===== src/rtl/row_col_release.sv =====
// Return-path row table for the row/column unique-ID remapper.
// Restores original IDs on responses and frees rows on their last return.
module row_col_release #(
  parameter int ID_WIDTH        = 4,
  parameter int MAX_OUTSTANDING = 16,
  localparam int IDX = $clog2(MAX_OUTSTANDING),
  localparam int UW  = 2 * IDX
) (
  input  logic                       clk,
  input  logic                       rst,
  input  logic                       alloc_valid,
  input  logic [UW-1:0]              alloc_unique_id,
  input  logic [ID_WIDTH-1:0]        alloc_id,
  input  logic                       rsp_valid,
  output logic                       rsp_ready,
  input  logic [UW-1:0]              rsp_unique_id,
  output logic                       out_valid,
  input  logic                       out_ready,
  output logic [ID_WIDTH-1:0]        out_id,
  output logic [UW-1:0]              out_unique_id,
  output logic                       out_last,
  output logic [MAX_OUTSTANDING-1:0] row_free,
  output logic                       err_unmapped,
  output logic                       err_order,
  output logic                       err_alloc
);

  localparam logic [IDX:0] CMAX = (IDX+1)'(MAX_OUTSTANDING);
  localparam logic [IDX:0] CONE = (IDX+1)'(1);

  logic [MAX_OUTSTANDING-1:0] used_q;
  logic [MAX_OUTSTANDING-1:0] used_n;
  logic [ID_WIDTH-1:0]        id_q   [MAX_OUTSTANDING];
  logic [ID_WIDTH-1:0]        id_n   [MAX_OUTSTANDING];
  logic [IDX:0]               cnt_q  [MAX_OUTSTANDING];
  logic [IDX:0]               cnt_n  [MAX_OUTSTANDING];
  logic [IDX-1:0]             head_q [MAX_OUTSTANDING];
  logic [IDX-1:0]             head_n [MAX_OUTSTANDING];

  logic [IDX-1:0] a_row;
  logic [IDX-1:0] r_row;
  logic [IDX-1:0] r_col;
  logic           a_hit;
  logic           a_match;
  logic           a_sat;
  logic           a_inc;
  logic           acc;
  logic           r_hit;
  logic           r_miss;
  logic           same;
  logic           r_free;
  logic           ord_bad;
  logic           alloc_bad;
  logic           unused_alloc_col;

  assign a_row = alloc_unique_id[UW-1:IDX];
  assign r_row = rsp_unique_id[UW-1:IDX];
  assign r_col = rsp_unique_id[IDX-1:0];
  assign unused_alloc_col = ^alloc_unique_id[IDX-1:0];

  assign rsp_ready = !out_valid || out_ready;
  assign acc       = rsp_valid && rsp_ready;

  assign a_hit     = alloc_valid && used_q[a_row];
  assign a_match   = a_hit && (id_q[a_row] == alloc_id);
  assign a_sat     = a_match && (cnt_q[a_row] == CMAX);
  assign a_inc     = a_match && !a_sat;
  assign alloc_bad = a_hit && (!a_match || a_sat);

  assign r_hit   = acc && used_q[r_row];
  assign r_miss  = acc && !used_q[r_row];
  // A matching alloc in the same cycle keeps the row alive.
  assign same    = r_hit && a_match && (a_row == r_row);
  assign r_free  = r_hit && (cnt_q[r_row] == CONE) && !same;
  assign ord_bad = r_hit && (r_col != head_q[r_row]);

  always_comb begin
    used_n = used_q;
    id_n   = id_q;
    cnt_n  = cnt_q;
    head_n = head_q;
    if (alloc_valid && !used_q[a_row]) begin
      used_n[a_row] = 1'b1;
      id_n[a_row]   = alloc_id;
      cnt_n[a_row]  = CONE;
    end else if (a_inc) begin
      cnt_n[a_row] = cnt_q[a_row] + CONE;
    end
    if (r_hit) begin
      cnt_n[r_row]  = cnt_n[r_row] - CONE;
      head_n[r_row] = head_q[r_row] + 1'b1;
      if (r_free) used_n[r_row] = 1'b0;
    end
  end

  always_ff @(posedge clk or negedge rst) begin
    if (!rst) begin
      used_q <= '0;
      for (int j = 0; j < MAX_OUTSTANDING; j++) begin
        id_q[j]   <= '0;
        cnt_q[j]  <= '0;
        head_q[j] <= '0;
      end
      row_free <= '1;
    end else begin
      used_q   <= used_n;
      id_q     <= id_n;
      cnt_q    <= cnt_n;
      head_q   <= head_n;
      row_free <= ~used_n;
    end
  end

  always_ff @(posedge clk or negedge rst) begin
    if (!rst) begin
      out_valid     <= 1'b0;
      out_id        <= '0;
      out_unique_id <= '0;
      out_last      <= 1'b0;
      err_unmapped  <= 1'b0;
      err_order     <= 1'b0;
      err_alloc     <= 1'b0;
    end else begin
      err_unmapped <= r_miss;
      err_order    <= ord_bad;
      err_alloc    <= alloc_bad;
      if (r_hit) begin
        out_valid     <= 1'b1;
        out_id        <= id_q[r_row];
        out_unique_id <= rsp_unique_id;
        out_last      <= r_free;
      end else if (out_ready) begin
        out_valid <= 1'b0;
      end
    end
  end

endmodule


===== config.mk =====
export PLATFORM = sky130hd
export DESIGN_NAME = row_col_release
export DESIGN_NICKNAME = d
export VERILOG_FILES = /design/src/rtl/row_col_release.sv
export SDC_FILE = /design/constraint.sdc
export NUM_CORES = 1
export LEC_CHECK = 0
export CORE_UTILIZATION = 50
export CTS_CLUSTER_DIAMETER = 40
export DETAILED_ROUTE_END_ITERATION = 12
export PLACE_DENSITY = 0.65
export SYNTH_ARGS = -nofsm -noshare
export SYNTH_HDL_FRONTEND = slang
export SYNTH_SLANG_ARGS = --single-unit

===== constraint.sdc =====
create_clock -name clk -period 6.6 [get_ports clk]
set_clock_uncertainty 0.1 [all_clocks]
set_input_delay 0.99 -clock clk [delete_from_list [all_inputs] [get_ports clk]]
set_output_delay 0.99 -clock clk [all_outputs]
set_load 0.05 [all_outputs]

Yosys cells after proc, flatten, opt, wreduce, memory -nomap -nowiden
Index checks and enable logic that the tools add are counted.

Add/subtract/negate cells: 3. Magnitude comparators: 8. Eq/ne operators: 5. Muxes and demuxes: 46. Bitwise logic cells: 9. Reductions and logical operators: 27.

Operators by type and width (number): $mux W80 (3); $bwmux W80 (2); $bwmux W64 (2); $and A64 B64 Y64 (1); $not A64 Y64 (1); $bmux W5 S4 (3); $bmux W4 S4 (3); $mux W16 (3); $demux W5 S4 (2); $mux W5 (8); $demux W4 S4 (2); $mux W4 (8); $not A16 Y16 (2); $or A16 B16 Y16 (2); $logic_and A1 B1 Y1 (18); $and A16 B16 Y16 (1); $ge A5 B5 Y1 const B (2); $lt A4 B5 Y1 const B (2); $lt A5 B1 Y1 const B (2); $not A4 Y5 (2); $bmux W1 S4 (2); $demux W1 S4 (2); $eq A4 B4 Y1 (2); $ge A4 B1 Y1 const B (2); other kinds (10) (21).

Bits in registers: 257. Output and inout port bits: 34. Logic and storage cells: 155.

Longest topological paths before layout
Gate-level depths: netlist of the first run.

Depth in word-level cells: 17. Gate-level depth with buffers: 25.

Least setup slack after synthesis of the first run
Ideal clock, no wire load.

Path kind: input port to flip-flop. Start: input port alloc_unique_id[4]. End: register cnt_q[64] (netlist bit). Setup time: 149 ps. Data arrival time: 5276 ps. Setup slack: 1075 ps. Cell stages on the path: 24. Buffers on the path: 6. Cells stage by stage: buf_6 -> buf_6 -> buf_6 -> buf_2 -> mux4_2 -> a22oi_1 -> nand2_1 -> inv_1 -> ha_1 -> inv_1 -> nor4b_4 -> a211oi_4 -> buf_6 -> o211ai_1 -> a2bb2oi_1 -> a221o_1 -> a211oi_1 -> o32ai_2 -> inv_1 -> ha_1 -> o21ai_1 -> xnor2_2 -> buf_6 -> a31oi_1.

RTL lines: from (decl) (RTL line 12) `input logic [UW-1:0] alloc_unique_id,`; to (signal assigned) (RTL line 108) `cnt_q <= cnt_n;`; to (decl) (RTL line 35) `logic [IDX:0] cnt_q [MAX_OUTSTANDING];`.

==> metrics.md, run 1 <==
| Metric | Value |
|---|---|
| Status | `finished clean` |
| H-tree Lvls | `2` |
| Port Buf Inserts | `54` |
| Number of DRC markers in iteration 0 | `1638` |
| Fin nets | `1453` |
| Largest cells by area after synthesis | `dfrtp_1 (41%), mux4_2 (13%), mux2_2 (7.2%)` |
| Tmin final | `between 5 and 6 ns` |
| Worst-case vdd ir drop | `0.000288 V` |
| Pin count of the biggest net entering global routing | `151` |
| Post-Route Setup TNS | `0 ns` |
| Area of the core | `28900 sq um` |
| Dpl hpwl | `35900 um` |
| Synth top area share | `40.6%` |
| Synth Instances | `1353` |
| CP Max Fanout | `20` |
| Number of global-route vias before repair | `about 12000` |
| Unrepaired setup endpoints after global routing | `false` |
| Total track usage | `34.9%` |
| Leak Pwr | `7.30 nW` |
| CTS tree | `built` |
| Clk Latency, worst-skew pair | `between 0.5 and 0.6 ns` |
| Die Y | `between 150 and 200 um` |
| Worst EP required | `between 6 and 7 ns` |
| Predominant post-synthesis flop cell | `dfrtp_1` |
| Area Growth Syn to Fin | `17.5%` |
| Share of cells above drive strength 1 | `26.4%` |
| FP Rows | `62` |
| Fin crit share | `88.8%` |
| Fmax | `0.171 GHz` |
| Max-slew headroom | `10.9%` |
| Post-DR wirelength/cell | `between 20 and 30 um` |
| Final Max Tran Viols | `0` |
| Cell mode on critical path | `buf_4` |
| Critical Path Source | `alloc_unique_id[4]` |
| Post-CTS sizing | `0` |
| Placed Cells | `1766` |
| Maximum root-to-sink buffer count | `3` |
| DRC viols | `0` |
| Total CTS buffers | `40` |
| CP Launch Type | `input pin` |
| Crit path DAT | `slightly above 6 ns` |
| Post-route insts no fill | `1839` |
| EDFF count, synth | `0` |
| Mapped Area | `14800 sq um` |
| Root Driver | `clkbuf_16` |
| Die area | `30400 sq um` |
| Max incr delay on CP | `0.50 ns` |
| First-pass GRT wire length | `78700 um` |
| # fillers | `~2400` |
| Syn Nets | `1382` |
| Total Routed Length | `52100 um` |
| Final ANT Viol Nets | `0` |
| Slew at the pin closest to its max-slew limit | `1.33 ns` |
| GR Overflow Total | `0` |
| Gp weighted congestion | `1.03` |
| Hold_buf cts | `0` |
| Post-synth top area cell | `dfrtp_1` |
| Detailed Routing Iterations Pass 1 | `7` |
| Yosys reg bits | `approximately 260` |
| Die Width | `174 um` |
| Max-Cap Viols | `0` |
| Worst-path clk slew | `0.05 ns` |
| Async SR Flop Fraction | `100%` |
| Fin. Hold Viols | `0` |
| Ports | `59` |
| Reg-to-Reg Start | `cnt_q[40]` |
| CP cell instances | `buf_4, buf_4, buf_4, mux2i_1, mux4_2, xor2_1, nand3_1, a211o_1, nor2_2, buf_4, a221oi_1, nor4_1, o2111ai_1, a211o_1, ha_1, buf_4, xnor2_1, buf_4, o21ai_0` |
| Post-CTS Setup Bufs | `0` |
| Worst hold-check path type | `flip-flop to flip-flop` |
| Critical path capture point type | `flip-flop` |
| Vias per cell | `approximately 7` |
| Final setup violation count | `0` |
| Clock sink count | `about 260` |
| Initial core utilization | `51.3%` |
| Avg Inst Size Synth | `11.0 sq um` |
| Register area share after synthesis | `a little over two fifths` |
| Initial antenna violation count | `0` |
| Yosys Warn Count | `0` |
| Pwr/cell area | `428 nW/um^2` |
| Worst hold path startpoint | `head_q[17]` |
| Crit-path slowest cell | `nor4_1` |
| CP Class | `input pin to flip-flop` |
| Post-synthesis cell type count | `between 80 and 90` |
| Via count | `roughly 13000` |
critical path, delay by kind of cell:
family | cells | cell delay (ns)
and+or+nand+nor | 3 | 1.07
buffers and inverters | 6 | 1.55
muxes | 2 | 0.56
AOI/OAI and AO/OA | 5 | 1.22
adders and majority gates | 1 | 0.20
xor gates and xnor gates | 2 | 0.49
layout make-up:
class	count	area, sq um	area share, %
Multi-Input combinational cell	958	7790	44.7
Tap cell	384	480	2.76
Sequential cell	257	6450	37.0
Antenna cell	1	2.50	0.0144
Clock inverter	22	228	1.31
Timing Repair Buffer	135	1240	7.09
Clock buffer	50	1130	6.48
Inverter	32	120	0.689
stage by stage:
stage | total power (W) | hold WS [ns] | instance area [sq um] | utilization, % | setup slack [ns]
after floorplan | 0.00431 | 0.337 | 14800 | - | 1.07
after global placement | 0.00523 | 0.358 | 16100 | 55.6 | 0.402
after detailed placement | 0.00528 | 0.363 | 16100 | 55.6 | 0.320
after CTS | 0.00741 | 0.375 | 17400 | 60.2 | 0.865
after global routing | 0.00777 | 0.394 | 17400 | 60.2 | 0.550
final | 0.00747 | 0.372 | 17400 | 60.3 | 0.740
cell usage after synthesis (9+ instances only):
cell	number
nand2_1	167
o22ai_1	18
o211ai_1	12
and2_1	11
dfstp_2	16
buf_6	9
xnor2_1	11
buf_1	11
nor2_1	76
nor4_1	17
a221oi_1	23
clkbuf_1	69
a22o_1	15
mux2_2	95
nor2b_1	13
mux4_2	86
a211oi_1	9
a21oi_1	44
mux2i_1	40
a222oi_1	10
a31oi_1	19
o21ai_0	97
a22oi_1	29
nor3_1	16
buf_2	13
inv_1	31
dfrtp_1	241
nand3_1	29
worst paths after layout:
| kind | to | slack [ns] | cells after the start |
|---|---|---|---|
| max in group asynchronous | id_q[61] | 4.59 | 2 |
| min in group asynchronous | out_unique_id[3] | 0.43 | 1 |
| worst max-delay path | cnt_q[37] | 0.74 | 19 |
| worst min-delay path | head_q[17] | 0.37 | 2 |
| worst min register to register | head_q[17] | 0.37 | 2 |
| worst max register to register | cnt_q[37] | 1.40 | 17 |
power breakdown:
group	internal (W)	switching (W)
registers	0.00216	0.000508
logic	0.00121	0.00147
clock network	0.00131	0.000804
placed cells by master (no fill, tap or decap), drive strengths merged, types with 7 or more instances in the layout:
master           n
clkinv           7
a2111oi          7
xnor2           13
nor4            17
a211oi          10
dfrtp          241
nand3           29
a31oi           19
clkdlybuf4s50   48
buf             87
xor2             7
a22oi           29
nand2          168
nor2b           13
inv             40
nand2b           7
nor2            77
clkbuf          50
a21oi           45
a221oi          25
and2            13
mux2i           40
o21ai          104
o211ai          18
nor3            16
dfstp           16
mux2            95
mux4            86
a222oi          10
o22ai           18
a22o            15
flip-flops by register name (all words and copies together) (netlist names):
| register | flops |
|---|---|
| row_free | 16 |
| err_order | 1 |
| id_q | 64 |
| cnt_q | 80 |
| used_q | 16 |
| err_unmapped | 1 |
| head_q | 64 |
| out_unique_id | 8 |
| out_valid | 1 |
| out_id | 4 |
| out_last | 1 |
| err_alloc | 1 |
logic make-up (layout without fill, tap and decap cells):
group / after synthesis / after routing / share of synthesized area (%)
muxes: 221 / 221 / 23.0
and+or+nand+nor: 362 / 362 / 11.2
buffers and inverters: 138 / 239 / 4.16
adders and majority gates: 4 / 4 / 0.337
DFF: 257 / 257 / 43.5
xor gates and xnor gates: 20 / 20 / 1.28
AOI/OAI and AO/OA: 351 / 351 / 16.6
other: 0 / 1 / 0
metal layers:
metal / share of wire, % / track usage [%] / routed length [um] / up-vias
met5: 0 / 0 / 0 / -
met4: 4.7 / 15.1 / 2430 / 0
met3: 12 / 9.84 / 6420 / 176
met2: 40 / 47.2 / 21100 / 861
met1: 43 / 51.9 / 22100 / 6251
li1: - / - / - / 5289
No activity file was read; power rests on OpenSTA's default activity.
==> run 2: changes to the inputs <==
--- a/config.mk
+++ b/config.mk
@@ -5,8 +5,8 @@
 export SDC_FILE = /design/constraint.sdc
 export NUM_CORES = 1
 export LEC_CHECK = 0
+export CAP_MARGIN = 20
 export CORE_UTILIZATION = 50
-export CTS_CLUSTER_DIAMETER = 40
 export DETAILED_ROUTE_END_ITERATION = 12
 export PLACE_DENSITY = 0.65
 export SYNTH_ARGS = -nofsm -noshare
==> run 2 against run 1 <==
Compared with the run above:
- worst hold slack better by 0.00074 ns
- final area shrank 1.3%
- register-to-register slack barely moved
- first-iteration DRC count decreased by 4.9%
- clock power is 13% lower
- non-clock buffer count up 3
- critical path type unchanged
- critical endpoint is now cnt_q[42]
- largest cell class unchanged
- largest power group unchanged
==> metrics.md, run 2 (synthesis results as in run 1) <==
| Metric | Value |
|---|---|
| Max-slew headroom | `19.5%` |
| GR Overflow Total | `0` |
| Placed Cells | `1767` |
| Worst hold-check path type | `flip-flop to flip-flop` |
| Crit path DAT | `between 6 and 7 ns` |
| Total Routed Length | `52100 um` |
| # fillers | `2403` |
| Port Buf Inserts | `54` |
| Core Util, Final | `59.5%` |
| Fin. Hold Viols | `0` |
| Max-Cap Viols | `0` |
| Vias per cell | `6.91` |
| Design area | `17200 sq um` |
| Share of cells above drive strength 1 | `25.6%` |
| Status | `finished clean` |
| DRC viols | `0` |
| Max reg flops | `80` |
| Tmin final | `5.82 ns` |
| Antenna Cells | `0` |
| FP Rows | `62` |
| Gp weighted congestion | `1.03` |
| Post-route insts no fill | `roughly 1800` |
| Final setup violation count | `0` |
| Post-CTS Setup Bufs | `0` |
| Hold_buf cts | `0` |
| Worst EP required | `6.90 ns` |
| H-tree Lvls | `1` |
| Initial core utilization | `51.3%` |
| Dpl hpwl | `35900 um` |
| First-pass GRT wire length | `78700 um` |
| Final ANT Viol Nets | `0` |
| CP Launch Type | `input pin` |
| Post-CTS sizing | `0` |
| Die Y | `174 um` |
| Number of global-route vias before repair | `12200` |
| Largest registers | `cnt_q (80), head_q (64), id_q (64)` |
| Die area | `30400 sq um` |
| Worst-case vdd ir drop | `0.000251 V` |
| Slew at the pin closest to its max-slew limit | `about 1.2 ns` |
| Maximum root-to-sink buffer count | `3` |
| Detailed Routing Iterations Pass 1 | `6` |
| Worst-path clk slew | `approximately 0.060 ns` |
| CTS tree | `built` |
| Area of the core | `28900 sq um` |
| Total CTS buffers | `30` |
| Pin count of the biggest net entering global routing | `roughly 150` |
| Fin crit share | `between 80 and 90%` |
| Root Driver | `clkbuf_16` |
| Post-Route Setup TNS | `0 ns` |
| Via count | `12600` |
| Leak Pwr | `between 7 and 8 nW` |
| Initial antenna violation count | `0` |
| Number of DRC markers in iteration 0 | `1558` |
| Unrepaired setup endpoints after global routing | `false` |
| Pwr/cell area | `approximately 420 nW/um^2` |
| Die Width | `174 um` |
| Final Max Tran Viols | `0` |
| Fin nets | `1446` |
| Clk Latency, worst-skew pair | `between 0.5 and 0.6 ns` |
| Most frequent cells in the layout | `dfrtp_1 (241), nand2_1 (167), o21ai_0 (97)` |
| Largest Register | `cnt_q` |
| CP Max Fanout | `20` |
| Area Growth Syn to Fin | `15.9%` |
| Commonest non-fill, non-tap cell in the layout | `dfrtp_1` |
| Post-DR wirelength/cell | `28.5 um` |
| Total track usage | `approximately a third` |
| Fmax | `roughly 0.17 GHz` |
| Ports | `between 50 and 60` |
| Clock sink count | `between 200 and 300` |
| CP Class | `input pin to flip-flop` |
| Critical path capture point type | `flip-flop` |
| Post-placement cell area | `between 15000 and 20000 sq um` |
-- run 2: cell types whose count changed in the layout (fill, tap and decap cells not counted), sizes merged --
| cell | previous run | this run |
|---|---|---|
| bufinv | 2 | 6 |
| buf | 87 | 90 |
| clkinvlp | 5 | 4 |
| inv | 40 | 31 |
| clkbuf | 50 | 40 |
| diode | 1 | 0 |
-- run 2: through the flow --
step | setup WS, ns | power (W) | hold slack (ns)
floorplan | 1.07 | 0.00431 | 0.337
global placement | 0.402 | 0.00523 | 0.358
detailed placement | 0.339 | 0.00528 | 0.362
CTS | 0.912 | 0.00715 | 0.377
global route | 0.618 | 0.00750 | 0.386
finish | 0.780 | 0.00720 | 0.372
-- run 2: layout make-up --
type                    instances  area (sq um)  area share, %
multi-input cells             958          7790           45.2
flip-flops and latches        257          6450           37.5
repair buffers                138          1260           7.34
clock buffers                  40           860           5.00
well taps                     384           480           2.79
clock inverters                16           248           1.44
inverters                      32           120          0.698
-- run 2: final timing paths --
| check | end | slack, ns | cells past startpoint | startpoint |
|---|---|---|---|---|
| worst max-delay path | cnt_q[42] | 0.78 | 19 | alloc_unique_id[4] |
| worst min-delay path | head_q[37] | 0.37 | 2 | head_q[37] |
| worst max register to register | cnt_q[42] | 1.41 | 17 | cnt_q[45] |
| max in group asynchronous | id_q[5] | 4.66 | 2 | rst |
| worst min register to register | head_q[37] | 0.37 | 2 | head_q[37] |
| min in group asynchronous | head_q[60] | 0.38 | 1 | rst |
-- run 2: worst max-delay path, stage by stage --
cell	delay [ns]
buf_4	0.37
buf_4	0.30
buf_4	0.23
mux2i_1	0.10
mux4_2	0.48
xor2_1	0.23
nand3_1	0.25
a211o_1	0.48
nor2_2	0.34
buf_4	0.27
a221oi_1	0.13
nor4_1	0.48
o2111ai_1	0.17
a211o_1	0.33
ha_1	0.20
buf_4	0.13
xnor2_1	0.25
buf_4	0.26
o21ai_0	0.11
-- run 2: report_power, final --
group          total (W)  internal, W  switching [W]  leakage [nW]
clock            0.00184      0.00115       0.000697         0.532
combinational    0.00268      0.00122        0.00147          3.44
sequential       0.00267      0.00216       0.000508          3.21
total            0.00720      0.00452        0.00267          7.18
-- run 2: metal layers --
layer | part of all wire [%] | vias up | routed length, um | global-route usage, %
met5 | 0 | - | 0 | 0
li1 | - | 5267 | - | -
met2 | 41 | 851 | 21200 | 47.4
met3 | 13 | 172 | 6770 | 10.6
met4 | 4.7 | 0 | 2440 | 14.5
met1 | 42 | 6322 | 21700 | 51.0
==> run 3: changes to the inputs <==
--- a/config.mk
+++ b/config.mk
@@ -8,7 +8,7 @@
 export CAP_MARGIN = 20
 export CORE_UTILIZATION = 50
 export DETAILED_ROUTE_END_ITERATION = 12
-export PLACE_DENSITY = 0.65
+export PLACE_DENSITY = 0.76
 export SYNTH_ARGS = -nofsm -noshare
 export SYNTH_HDL_FRONTEND = slang
 export SYNTH_SLANG_ARGS = --single-unit
==> run 3 against run 2 <==
Compared with the run above:
- combinational power decreased by 2%
- die area unchanged
- setup slack got worse by 0.072 ns
- maximum frequency decreased by 1.2%
- routed wire length decreased by 3.1%
- power decreased by 1.7%
- clock power decreased by 5%
- highest routed layer unchanged
- global-route usage decreased by 0.80 points
- register-to-register slack got worse by 0.04 ns
==> metrics.md, run 3 (synthesis results as in run 1) <==
| Metric | Value |
|---|---|
| Dpl hpwl | `around 35000 um` |
| CP Class | `input pin to flip-flop` |
| Total track usage | `between 30% and 40%` |
| Final setup violation count | `0` |
| Final Max Tran Viols | `0` |
| Flop pwr share | `between 30% and 40%` |
| Number of DRC markers in iteration 0 | `1995` |
| Clock sink count | `257` |
| Largest registers | `cnt_q (80), head_q (64), id_q (64)` |
| Crit-path slowest cell | `a2111oi_0` |
| Max-Cap Viols | `0` |
| Unrepaired setup endpoints after global routing | `false` |
| CP Max Fanout | `33` |
| WHS Path Cells | `1` |
| Leak Pwr | `between 7 and 8 nW` |
| Setup slack, reg-to-reg | `about 1.4 ns` |
| Worst EP required | `6.86 ns` |
| Tmin final | `between 5 and 6 ns` |
| Max incr delay on CP | `between 0.5 and 0.6 ns` |
| Share of cells above drive strength 1 | `24.6%` |
| H-tree Lvls | `1` |
| Largest Register | `cnt_q` |
| Hold_buf cts | `0` |
| Post-placement cell area | `16000 sq um` |
| Via count | `12500` |
| Post-Route Setup TNS | `0 ns` |
| Fmax | `roughly 0.17 GHz` |
| CP Launch Type | `input pin` |
| Initial antenna violation count | `0` |
| Critical path capture point type | `flip-flop` |
| Most frequent cells in the layout | `dfrtp_1 (241), nand2_1 (167), o21ai_0 (97)` |
| Number of global-route vias before repair | `~12000` |
| Fin crit share | `89.3%` |
| Die Y | `about 170 um` |
| Detailed Routing Iterations Pass 1 | `9` |
| Port Buf Inserts | `54` |
| Status | `finished clean` |
| Max-slew headroom | `24.2%` |
| Hold EP | `row_free[6]` |
| # fillers | `2375` |
| Root Driver | `clkbuf_16` |
| Gp weighted congestion | `1.02` |
| Pwr/cell area | `around 420 nW/um^2` |
| Design area | `about 17000 sq um` |
| Final ANT Viol Nets | `0` |
| Cell-internal power | `0.00441 W` |
| Uppermost layer routed | `met4` |
| Area of the core | `28900 sq um` |
| Pin count of the biggest net entering global routing | `145` |
| Area Growth Syn to Fin | `14.6%` |
| CTS tree | `built` |
| Register Area | `approximately 6500 sq um` |
| Worst hold-check path type | `flip-flop to flip-flop` |
| Clk Latency, worst-skew pair | `between 0.5 and 0.6 ns` |
| Routed length on met2 | `21900 um` |
| Commonest non-fill, non-tap cell in the layout | `dfrtp_1` |
| Fin nets | `1430` |
| Worst reg2reg path depth | `19` |
| Gate power share | `37.1%` |
| FP Rows | `62` |
| First-pass GRT wire length | `77200 um` |
| Fin. Hold Viols | `0` |
| Worst r2r dst | `cnt_q[39]` |
| M1 wire length | `between 15000 and 20000 um` |
| Ports | `59` |
| Worst-path clk slew | `approximately 0.06 ns` |
| Post-DR wirelength/cell | `around 28 um` |
| GR Overflow Total | `0` |
| Post-CTS Setup Bufs | `0` |
| Worst hold path startpoint | `used_q[6]` |
| Die Width | `approximately 170 um` |
| Reg-to-Reg Start | `cnt_q[45]` |
| Total CTS buffers | `29` |
| Post-CTS sizing | `0` |
| Antenna Cells | `0` |
| Total Routed Length | `50500 um` |
| Slew at the pin closest to its max-slew limit | `1.13 ns` |
| Clock share of power | `24.7%` |
| Crit path DAT | `6.16 ns` |
| Vias per cell | `around 7` |
| DRC viols | `0` |
| Maximum root-to-sink buffer count | `3` |
| Net switching power | `0.00267 W` |
| Detail Route met3 WL | `between 6000 and 7000 um` |
| Sw frac | `37.7%` |
| Die area | `30400 sq um` |
| Multi-input logic area | `7780 sq um` |
| CP cell instances | `clkdlybuf4s50_1, buf_12, mux4_2, a22o_1, a221oi_2, ha_1, inv_1, nor4b_4, a211o_1, a21oi_4, a21oi_1, o32ai_1, a2111oi_0, buf_4, o32ai_2, inv_1, ha_1, o21ai_1, xnor2_2, buf_4, a31oi_1` |
| Initial core utilization | `51.3%` |
| Worst-case vdd ir drop | `0.000228 V` |
| Max reg flops | `80` |
## run 3: through the flow
| step | util, % | hold slack [ns] | instances | power, W | setup slack, ns |
|---|---|---|---|---|---|
| floorplan | - | 0.337 | 1353 | 0.00431 | 1.07 |
| global route | 58.8 | 0.403 | 1808 | 0.00737 | 0.499 |
| global placement | 55.1 | 0.357 | 1752 | 0.00518 | 0.288 |
| finish | 58.8 | 0.377 | 1808 | 0.00707 | 0.708 |
| detailed placement | 55.1 | 0.368 | 1752 | 0.00525 | 0.213 |
| CTS | 58.7 | 0.381 | 1806 | 0.00701 | 0.800 |
## run 3: worst max-delay path, delay by kind of cell
kind                       cells  cell delay, ns
AOI/OAI and AO/OA             10            2.38
buffers and inverters          6            1.39
muxes                          1            0.41
and+or+nand+nor                1            0.38
adders and majority gates      2            0.37
xor gates and xnor gates       1            0.19
## run 3: power by group through the flow
stage,logic (W),clock network (W),registers (W)
6_report,0.00262,0.00174,0.00271
2_1_floorplan,0.00154,0,0.00277
3_5_place_dp,0.00256,0,0.00269
5_1_grt,0.00279,0.00182,0.00275
4_1_cts,0.00258,0.00176,0.00267
3_3_place_gp,0.00251,0,0.00267
## run 3: worst max path at each step
stage / startpoint / endpoint / slack [ns] / cells past startpoint
after floorplan: alloc_unique_id[4] / cnt_q[64] / 1.07 / 24
after global placement: alloc_unique_id[5] / cnt_q[39] / 0.29 / 19
after detailed placement: alloc_unique_id[5] / cnt_q[39] / 0.21 / 19
after CTS: alloc_unique_id[5] / cnt_q[39] / 0.80 / 19
after global routing: alloc_unique_id[4] / cnt_q[79] / 0.50 / 22
final: alloc_unique_id[5] / cnt_q[39] / 0.71 / 21
## run 3: area by class of cell
class / instances / share of cell area, %
clock inverters: 16 / 1.32
repair buffers: 123 / 6.68
clock buffers: 38 / 4.76
flip-flops and latches: 257 / 37.9
inverters: 32 / 0.706
multi-input cells: 958 / 45.8
well taps: 384 / 2.83
## run 3: metal layers
layer,GRT usage [%],up-vias
met3,8.92,177
met1,47.6,6212
li1,-,5243
met5,0,-
met4,14.1,0
met2,50.0,882
